<file path="src/rtl/mp_serializer_pkg.sv">
// Shared types and elaboration helpers for the multi-lane serializer.
package mp_serializer_pkg;

  typedef enum logic [0:0] {
    IDLE  = 1'b0,
    SHIFT = 1'b1
  } state_e;

  function automatic int beats(input int width, input int lanes);
    return width / lanes;
  endfunction

  // A single-beat word still needs a one-bit counter so the compare logic stays uniform.
  function automatic int cnt_width(input int nbeats);
    return (nbeats > 1) ? $clog2(nbeats) : 1;
  endfunction

endpackage

</file>
<file path="src/rtl/mp_lane_serializer_if.sv">
// Parallel-in / lane-out bus between the datapath (master) and the serializer (slave).
interface mp_lane_serializer_if #(
  parameter int width_p = 256,
  parameter int lanes_p = 1
);

  logic [width_p-1:0] data_i;
  logic               v_i;
  logic               ready_o;
  logic [lanes_p-1:0] data_o;
  logic               v_o;
  logic               first_o;
  logic               last_o;

  modport master (
    output data_i, v_i,
    input  ready_o, data_o, v_o, first_o, last_o
  );

  modport slave (
    input  data_i, v_i,
    output ready_o, data_o, v_o, first_o, last_o
  );

endinterface

</file>
<file path="src/rtl/mp_ser_hold_reg.sv">
// One-word skid/holding register in front of the shifter; owns the upstream handshake.
module mp_ser_hold_reg #(
  parameter int width_p = 256
) (
  input  logic               clk,
  input  logic               rst_n,
  input  logic               flush,
  input  logic [width_p-1:0] data,
  input  logic               v,
  input  logic               load,
  output logic               ready,
  output logic [width_p-1:0] hold,
  output logic               hold_v
);

  logic hs;

  // ready only looks at registered state plus load, so it never depends on v.
  assign ready = ~hold_v | load;
  assign hs    = v & ready & ~flush;

  always_ff @(posedge clk or negedge rst_n) begin
    if (!rst_n) begin
      hold_v <= 1'b0;
    end else if (flush) begin
      hold_v <= 1'b0;
    end else if (hs) begin
      hold_v <= 1'b1;
    end else if (load) begin
      hold_v <= 1'b0;
    end
  end

  always_ff @(posedge clk) begin
    if (hs) begin
      hold <= data;
    end
  end

endmodule

</file>
<file path="src/rtl/mp_lane_serializer.sv">
// Streams width_p-bit words out over lanes_p serial lanes, one beat per clock, gapless.
module mp_lane_serializer
  import mp_serializer_pkg::*;
#(
  parameter int width_p     = 256,
  parameter int lanes_p     = 1,
  parameter bit msb_first_p = 1'b0,
  parameter bit idle_val_p  = 1'b0
) (
  input  logic clk_i,
  input  logic reset_n_i,
  input  logic flush_i,
  mp_lane_serializer_if.slave bus
);

  localparam int BEATS = beats(width_p, lanes_p);
  localparam int CNT_W = cnt_width(BEATS);
  localparam logic [CNT_W-1:0] LAST_CNT = CNT_W'(BEATS - 1);
  localparam logic [0:0] ST_IDLE  = IDLE;
  localparam logic [0:0] ST_SHIFT = SHIFT;

  logic [width_p-1:0] hold;
  logic               hold_v;
  logic               ready;
  logic               load;
  logic [0:0]         state;
  logic [CNT_W-1:0]   cnt;
  logic               last_beat;
  logic               shifting;
  logic [width_p-1:0] sreg;
  logic [width_p-1:0] sreg_next;
  logic [lanes_p-1:0] slice;

  mp_ser_hold_reg #(
    .width_p (width_p)
  ) u_hold (
    .clk    (clk_i),
    .rst_n  (reset_n_i),
    .flush  (flush_i),
    .data   (bus.data_i),
    .v      (bus.v_i),
    .load   (load),
    .ready  (ready),
    .hold   (hold),
    .hold_v (hold_v)
  );

  assign shifting  = (state == ST_SHIFT);
  assign last_beat = (cnt == LAST_CNT);
  assign load      = hold_v & ((state == ST_IDLE) | last_beat) & ~flush_i;

  // The current beat always sits at the outgoing end of the shift register.
  assign slice     = msb_first_p ? sreg[width_p-1 -: lanes_p] : sreg[lanes_p-1:0];
  assign sreg_next = msb_first_p ? (sreg << lanes_p) : (sreg >> lanes_p);

  always_ff @(posedge clk_i or negedge reset_n_i) begin
    if (!reset_n_i) begin
      state <= ST_IDLE;
      cnt   <= '0;
      sreg  <= '0;
    end else if (flush_i) begin
      state <= ST_IDLE;
      cnt   <= '0;
    end else if (load) begin
      state <= ST_SHIFT;
      cnt   <= '0;
      sreg  <= hold;
    end else if (shifting) begin
      if (last_beat) begin
        state <= ST_IDLE;
        cnt   <= '0;
      end else begin
        cnt   <= cnt + 1'b1;
        sreg  <= sreg_next;
      end
    end
  end

  assign bus.ready_o = ready;
  assign bus.v_o     = shifting;
  assign bus.data_o  = shifting ? slice : {lanes_p{idle_val_p}};
  assign bus.first_o = shifting & (cnt == '0);
  assign bus.last_o  = shifting & last_beat;

endmodule

</file>
<file path="src/flat_wrapper.sv">
// flat-port wrapper written by rule: the top's interface ports become plain ports
module mp_lane_serializer_flat import mp_serializer_pkg::*;
#(
  parameter int width_p     = 256,
  parameter int lanes_p     = 1,
  parameter bit msb_first_p = 1'b0,
  parameter bit idle_val_p  = 1'b0
)
  (clk_i, reset_n_i, flush_i, bus_data_i, bus_v_i, bus_ready_o, bus_data_o, bus_v_o, bus_first_o, bus_last_o);
  mp_lane_serializer_if #(.width_p(width_p), .lanes_p(lanes_p)) bus_i ();
  input  logic clk_i;
  input  logic reset_n_i;
  input  logic flush_i;
  input wire logic [$bits(bus_i.data_i)-1:0] bus_data_i;
  input wire logic [$bits(bus_i.v_i)-1:0] bus_v_i;
  output wire logic [$bits(bus_i.ready_o)-1:0] bus_ready_o;
  output wire logic [$bits(bus_i.data_o)-1:0] bus_data_o;
  output wire logic [$bits(bus_i.v_o)-1:0] bus_v_o;
  output wire logic [$bits(bus_i.first_o)-1:0] bus_first_o;
  output wire logic [$bits(bus_i.last_o)-1:0] bus_last_o;
  assign bus_i.data_i = bus_data_i;
  assign bus_i.v_i = bus_v_i;
  assign bus_ready_o = bus_i.ready_o;
  assign bus_data_o = bus_i.data_o;
  assign bus_v_o = bus_i.v_o;
  assign bus_first_o = bus_i.first_o;
  assign bus_last_o = bus_i.last_o;
  mp_lane_serializer #(.width_p(width_p), .lanes_p(lanes_p), .msb_first_p(msb_first_p), .idle_val_p(idle_val_p)) u_core (.clk_i(clk_i), .reset_n_i(reset_n_i), .flush_i(flush_i), .bus(bus_i));
endmodule
</file>
<file path="config.mk">
export PLATFORM = sky130hd
export DESIGN_NAME = mp_lane_serializer_flat
export DESIGN_NICKNAME = d
export VERILOG_FILES = /design/src/rtl/mp_serializer_pkg.sv /design/src/rtl/mp_lane_serializer_if.sv /design/src/rtl/mp_ser_hold_reg.sv /design/src/rtl/mp_lane_serializer.sv /design/src/flat_wrapper.sv
export SDC_FILE = /design/constraint.sdc
export NUM_CORES = 1
export LEC_CHECK = 0
export ABC_AREA = 1
export CAP_MARGIN = 20
export CORE_AREA = 2 2 206 208
export CTS_BUF_LIST = sky130_fd_sc_hd__clkbuf_4 sky130_fd_sc_hd__clkbuf_8 sky130_fd_sc_hd__clkbuf_16
export CTS_CLUSTER_SIZE = 20
export DETAILED_ROUTE_END_ITERATION = 10
export DIE_AREA = 0 0 208 210
export PLACE_DENSITY = 0.79
export SLEW_MARGIN = 20
export SYNTH_ARGS = -nofsm -noshare
export SYNTH_HDL_FRONTEND = slang
export SYNTH_SLANG_ARGS = --single-unit
export TNS_END_PERCENT = 5
</file>
<file path="constraint.sdc">
create_clock -name clk_i -period 18.7 [get_ports clk_i]
set_clock_uncertainty 0.15 [all_clocks]
set_input_delay 3.74 -clock clk_i [delete_from_list [all_inputs] [get_ports clk_i]]
set_output_delay 3.74 -clock clk_i [all_outputs]
set_load 0.01 [all_outputs]
</file>
==> metrics.txt, run 1 <==
Avg WL per Cell=14.27 um; Top Ports=around 270; root buf cell=clkbuf_16; Layout area overhead=18.96%; number of detailed-route iterations in the first pass=5; initial antenna violation count=0; clk_lat worst skew=between 0.5 and 0.6 ns; Final Util=0.6593; hold buffer count at cts=0; slew at the pin with the worst max-slew slack=about 1.1 ns; Initial Utilization=0.5542; fin crit period=approximately 9.9 ns; syn_area_per_cell=9.100 sq um; fillers=3205; yosys warns=0; Clock Tree Buf Depth=3; Routed WL=47.15 mm; CTS buffer count=53; sequential share of the synthesized area=0.6240; Tot GR Track Use=0.2155; Post-Syn Area=22990 sq um; Seq cells post-synth=522; vias per inst=about 5; vias after detailed routing=16450; Final Hold Viols=0; slowest cell delay on critical path=approximately 0.56 ns; top cells by area, synth=edfxtp_1 33%, dfrtp_1 29%, nand2_1 13%; Routed Antenna Nets=0; NumNets Final=2982; crit path max fanout=151; dpl cell area=approximately 26000 sq um; max_slew headroom=0.2641; synth unique cells=23; top cell type's share of synthesized area=0.3344; first-pass GRT wire length=77.70 mm; Gate Count Post-Synth=roughly 2500; Critical-path top delay cell=clkdlybuf4s50_1; setup ws final=around 8.8 ns; MaxCap Viol Count=0; fin crit share=0.5270; Worst EP arrival=5.96 ns; DR DRC count=0; Placeable Area=between 40000 and 50000 sq um; CP required=approximately 15 ns; status=complete, no violations; H-tree depth=2; critical path endpoint category=primary output; CTS sink cnt=between 500 and 600; crit-path cells=clkdlybuf4s50_1 -> nor2_2 -> nand2_8 -> nand2_1 -> clkdlybuf4s50_1; RSZ-0062 raised after global routing=no; starting DRC count in detailed routing=1773; Cell Rows=75; Tot Pwr=0.003000 W; IO buf count=between 200 and 300; CTS resizes=0; Setup Fix Bufs, Post-CTS=0; Mapped Nets=2788; Final Cell Area=27350 sq um; Die ar.=43680 sq um; CP startpoint kind=primary input; TritonCTS clock tree=built; Die Y=210 um; Final HPWL DP=27.76 mm; grt total ovfl=0; CP bufs+invs=2; Leakage Power=13.96 nW; Fin Setup TNS=0 ns; largest net degree at the start of global routing=275; Top cell by count, worst path=clkdlybuf4s50_1; PD cells=~110 nW/um^2; clock-pin slew on the worst setup and hold paths=about 0.060 ns; Hold Path Class=reg -> reg; Final Slew Violations=0; CP delay by family, top=simple AND/OR/NAND/NOR gates; fmax=~100 MHz; number of global-route vias before repair=16090; Die X=208 um; Placer Congestion=0.7712; Yosys top cell by area=edfxtp_1; VDD IR-drop max=0.09195 mV; Setup WS pre-CTS=approximately 9 ns; WS Path Type=in -> out; share of post-route cells with drive strength above 1=0.04159; Setup-failing EPs final=0
final timing paths:
path | from | slack, ns | to | depth (start not counted)
max | flush_i | 8.85 | bus_ready_o | 5
min | u_core.sreg[127] | 0.35 | u_core.sreg[127] | 2
max reg2reg | u_core.cnt[0] | 14.64 | u_core.u_hold.hold[146] | 9
min reg2reg | u_core.sreg[127] | 0.35 | u_core.sreg[127] | 2
max in group asynchronous | reset_n_i | 13.31 | u_core.sreg[60] | 5
min in group asynchronous | reset_n_i | 2.85 | u_core.sreg[200] | 1
worst reg2reg max path: stages (launching register included):
cell     delay [ns]
dfrtp_1        0.39
ha_1           0.21
inv_1          0.06
nor2_1         0.12
nand2_2        0.13
nand2_2        0.16
nand2_8        0.47
a21oi_4        0.65
buf_4          0.62
buf_4          0.68
layout make-up:
type                    instances  area, sq um  area share
diodes                          1        2.502  0.00009151
clock buffers                  68         1469     0.05372
clock inverters                32        260.3    0.009517
inverters                     528         1989     0.07275
multi-input cells            1335         5762      0.2107
flip-flops and latches        522        14340      0.5245
well taps                     539        674.4     0.02466
repair buffers                280         2844      0.1040
Yosys cell counts:
cell type,count
dfrtp_1,266
clkbuf_1,54
nor3_1,2
nor2_1,11
o21ai_0,55
inv_2,2
inv_1,526
nand3_4,1
o21ai_1,204
nand3_1,263
nand4_1,2
buf_2,33
a21oi_1,3
nor2_2,2
ha_1,2
buf_1,1
edfxtp_1,256
xor2_1,3
nand2_2,3
buf_6,41
buf_4,12
o22ai_1,1
nand2_1,783
layout by cell type (no fill, tap or decap), types with 3 or more instances in the layout:
cell / synthesis / final
buf_16: 0 / 3
buf_4: 12 / 11
bufinv_16: 0 / 3
clkbuf_16: 0 / 54
clkbuf_4: 0 / 12
clkdlybuf4s50_1: 0 / 263
clkinv_1: 0 / 11
clkinv_2: 0 / 8
clkinvlp_4: 0 / 6
dfrtp_1: 266 / 266
edfxtp_1: 256 / 256
inv_1: 526 / 526
nand2_1: 783 / 783
nand3_1: 263 / 263
nor2_1: 11 / 11
o21ai_0: 55 / 55
o21ai_1: 204 / 204
xor2_1: 3 / 3
through the flow:
step | hold WS [ns] | instances
final | 0.3521 | 3305
after global routing | 0.3750 | 3304
after CTS | 0.3577 | 3301
after detailed placement | 0.3427 | 3201
after global placement | 0.3379 | 3201
after floorplan | 0.3046 | 2526
where the power goes:
group / switching [W] / internal, W / total [W]
sequential: 0.0000966 / 0.00140 / 0.00149
clock: 0.000441 / 0.000599 / 0.00104
combinational: 0.000262 / 0.000204 / 0.000467
total: 0.000800 / 0.00220 / 0.00300
registers in the layout, summed over array words and instances, names as in the netlist:
| name | flops |
|---|---|
| u_core.u_hold.hold | 256 |
| u_core.sreg | 256 |
| u_core.cnt | 8 |
| u_core.u_hold.hold_v | 1 |
| u_core.bus.v_o | 1 |
cells by family after synthesis:
logic type,after synthesis,synth area share
fa+ha+maj,2,0.001088
simple gates,1067,0.1900
compound gates,263,0.05732
xor+xnor,3,0.001143
flops,522,0.6240
buf+inv,669,0.1264
routing by layer:
metal / GRT usage / wire length (um)
met1: 0.2861 / 20230
met2: 0.3606 / 23190
met3: 0.03561 / 2288
met4: 0.07997 / 1442
met5: 0 / 0
No activity file was read; power rests on OpenSTA's default activity.
==> run 2, diff against run 1 <==
clock period = 9.3 ns   (was 18.7 ns; I/O delays follow)
==> run 2 against run 1 <==
  * Design area up 0.20%
  * Flip-flop and latch count unchanged
  * First-iteration DRC count down 6.0%
  * Critical path depth unchanged
  * Sequential power up 100%
  * Combinational power up 100%
  * Power up 100%
  * Worst hold slack about the same
  * Via count down 0.35%
  * Critical path type unchanged
  * Highest routed layer unchanged
==> metrics.txt, run 2 (same netlist as run 1, synthesis figures left out) <==
Placeable Area=41480 sq um; first-pass GRT wire length=76.62 mm; DR DRC count=0; vias per inst=4.960; TritonCTS clock tree=built; slowest cell delay on critical path=~0.62 ns; fillers=3156; FF-to-FF path depth=10; Tot Pwr=a little over 0.006 W; CP required=between 7 and 8 ns; largest net degree at the start of global routing=280; ant diodes=0; Setup Fix Bufs, Post-CTS=0; max_slew headroom=0.2622; CP startpoint kind=primary input; Final Hold Viols=0; CTS sink cnt=522; Final Slew Violations=0; Worst R2R Setup Slack=between 5 and 6 ns; Setup-failing EPs final=0; vias after detailed routing=about 16000; Critical-path top delay cell=nand2_8; fin crit period=6.175 ns; CTS resizes=0; hold worst-path end=u_core.sreg[129]; Leakage Power=14.02 nW; Final Cell Area=27400 sq um; clock-pin slew on the worst setup and hold paths=0.05 ns; CTS buffer count=54; grt total ovfl=0; root buf cell=clkbuf_16; Top Ports=265; Worst EP arrival=4.16 ns; PD cells=220.7 nW/um^2; Global Route met3 Usage=0.03471; Top cell by count, worst path=clkdlybuf4s50_1; Routed WL=roughly 46 mm; RSZ-0062 raised after global routing=no; Largest regs=u_core.sreg: 256 flops, u_core.u_hold.hold: 256 flops, u_core.cnt: 8 flops; crit-path cells=clkdlybuf4s50_1 -> nor2_2 -> nand2_8 -> nand2_1 -> clkdlybuf4s50_1; reg2reg start=u_core.cnt[0]; Initial Utilization=0.5542; Hold Path Class=reg -> reg; MaxCap Viol Count=0; Cell Rows=between 70 and 80; CP delay by family, top=simple AND/OR/NAND/NOR gates; critical path endpoint category=primary output; Die X=208 um; most frequent cells in the layout=783 x nand2_1, 526 x inv_1, 266 x dfrtp_1, 263 x nand3_1, 263 x clkdlybuf4s50_1; Routed Antenna Nets=0; Final Util=0.6606; Avg WL per Cell=14.04 um; worst flop-to-flop path endpoint=u_core.u_hold.hold[108]; Final HPWL DP=27.36 mm; fmax=161.9 MHz; GRT Max-Usage Layer=met2; IO buf count=264; crit path max fanout=164; status=complete, no violations; VDD IR-drop max=0.1645 mV; number of detailed-route iterations in the first pass=5; Layout area overhead=19.20%; starting DRC count in detailed routing=between 1500 and 2000; number of global-route vias before repair=between 15000 and 20000; met2 GRT Util=0.3493; Tot GR Track Use=0.2123; clk_lat worst skew=0.59 ns; hold_sp=u_core.sreg[129]; initial antenna violation count=0; most common cell after layout, fill and taps aside=nand2_1; Clock Tree Buf Depth=3; Hold Path Cell Cnt=2; CP bufs+invs=2; NumNets Final=2984; slew at the pin with the worst max-slew slack=1.107 ns; dpl cell area=roughly 26000 sq um; fin crit share=0.6640; Die Y=between 200 and 250 um; Placer Congestion=between 0.7 and 0.8; WS Path Type=in -> out; hold buffer count at cts=0; H-tree depth=2; Die ar.=43680 sq um; Fin Setup TNS=0 ns; share of post-route cells with drive strength above 1=0.04411; GR met1 Demand/Resource=0.2866
-- run 2: worst max path at each step --
stage | startpoint | end | cells after the start
floorplan | flush_i | u_core.u_hold.hold[0] | 4
global route | flush_i | bus_ready_o | 5
global placement | flush_i | bus_ready_o | 5
finish | flush_i | bus_ready_o | 5
CTS | flush_i | bus_ready_o | 5
detailed placement | flush_i | bus_ready_o | 5
-- run 2: power breakdown --
part	internal [W]	leakage (nW)	switching, W
combinational	0.000413	7.28	0.000523
sequential	0.00281	5.85	0.000193
clock	0.00124	0.889	0.000867
total	0.00446	14.0	0.00158
-- run 2: cell type report --
| cell class | count | area [sq um] | area share |
|---|---|---|---|
| Inverter | 528 | 1989 | 0.07261 |
| Clock buffer | 87 | 1655 | 0.06042 |
| Timing Repair Buffer | 281 | 2877 | 0.1050 |
| Multi-Input combinational cell | 1335 | 5762 | 0.2103 |
| Sequential cell | 522 | 14340 | 0.5235 |
| Clock inverter | 13 | 97.59 | 0.003562 |
| Tap cell | 539 | 674.4 | 0.02461 |
-- run 2: through the flow --
| stage | hold WS, ns | cells | worst slack [ns] |
|---|---|---|---|
| 5_1_grt | 0.3727 | 3305 | 2.991 |
| 2_1_floorplan | 0.3046 | 2526 | 2.013 |
| 4_1_cts | 0.3580 | 3301 | 3.067 |
| 6_report | 0.3518 | 3305 | 3.125 |
| 3_3_place_gp | 0.3374 | 3201 | 3.067 |
| 3_5_place_dp | 0.3428 | 3201 | 3.075 |
-- run 2: worst register-to-register path, stage by stage (launching register included) --
cell	delay, ns
dfrtp_1	0.37
ha_1	0.18
inv_1	0.07
nor2_1	0.13
nand2_2	0.13
nand2_2	0.16
nand2_8	0.55
a21oi_4	0.36
buf_4	0.64
buf_4	0.51
buf_16	0.32
-- run 2: layer usage --
layer | up-vias | wire, um | share of wire
met1 | 7720 | 20340 | 0.44
met5 | - | 0 | 0
met4 | 0 | 1437 | 0.031
met2 | 390 | 22290 | 0.48
met3 | 92 | 2347 | 0.051
li1 | 8191 | - | -
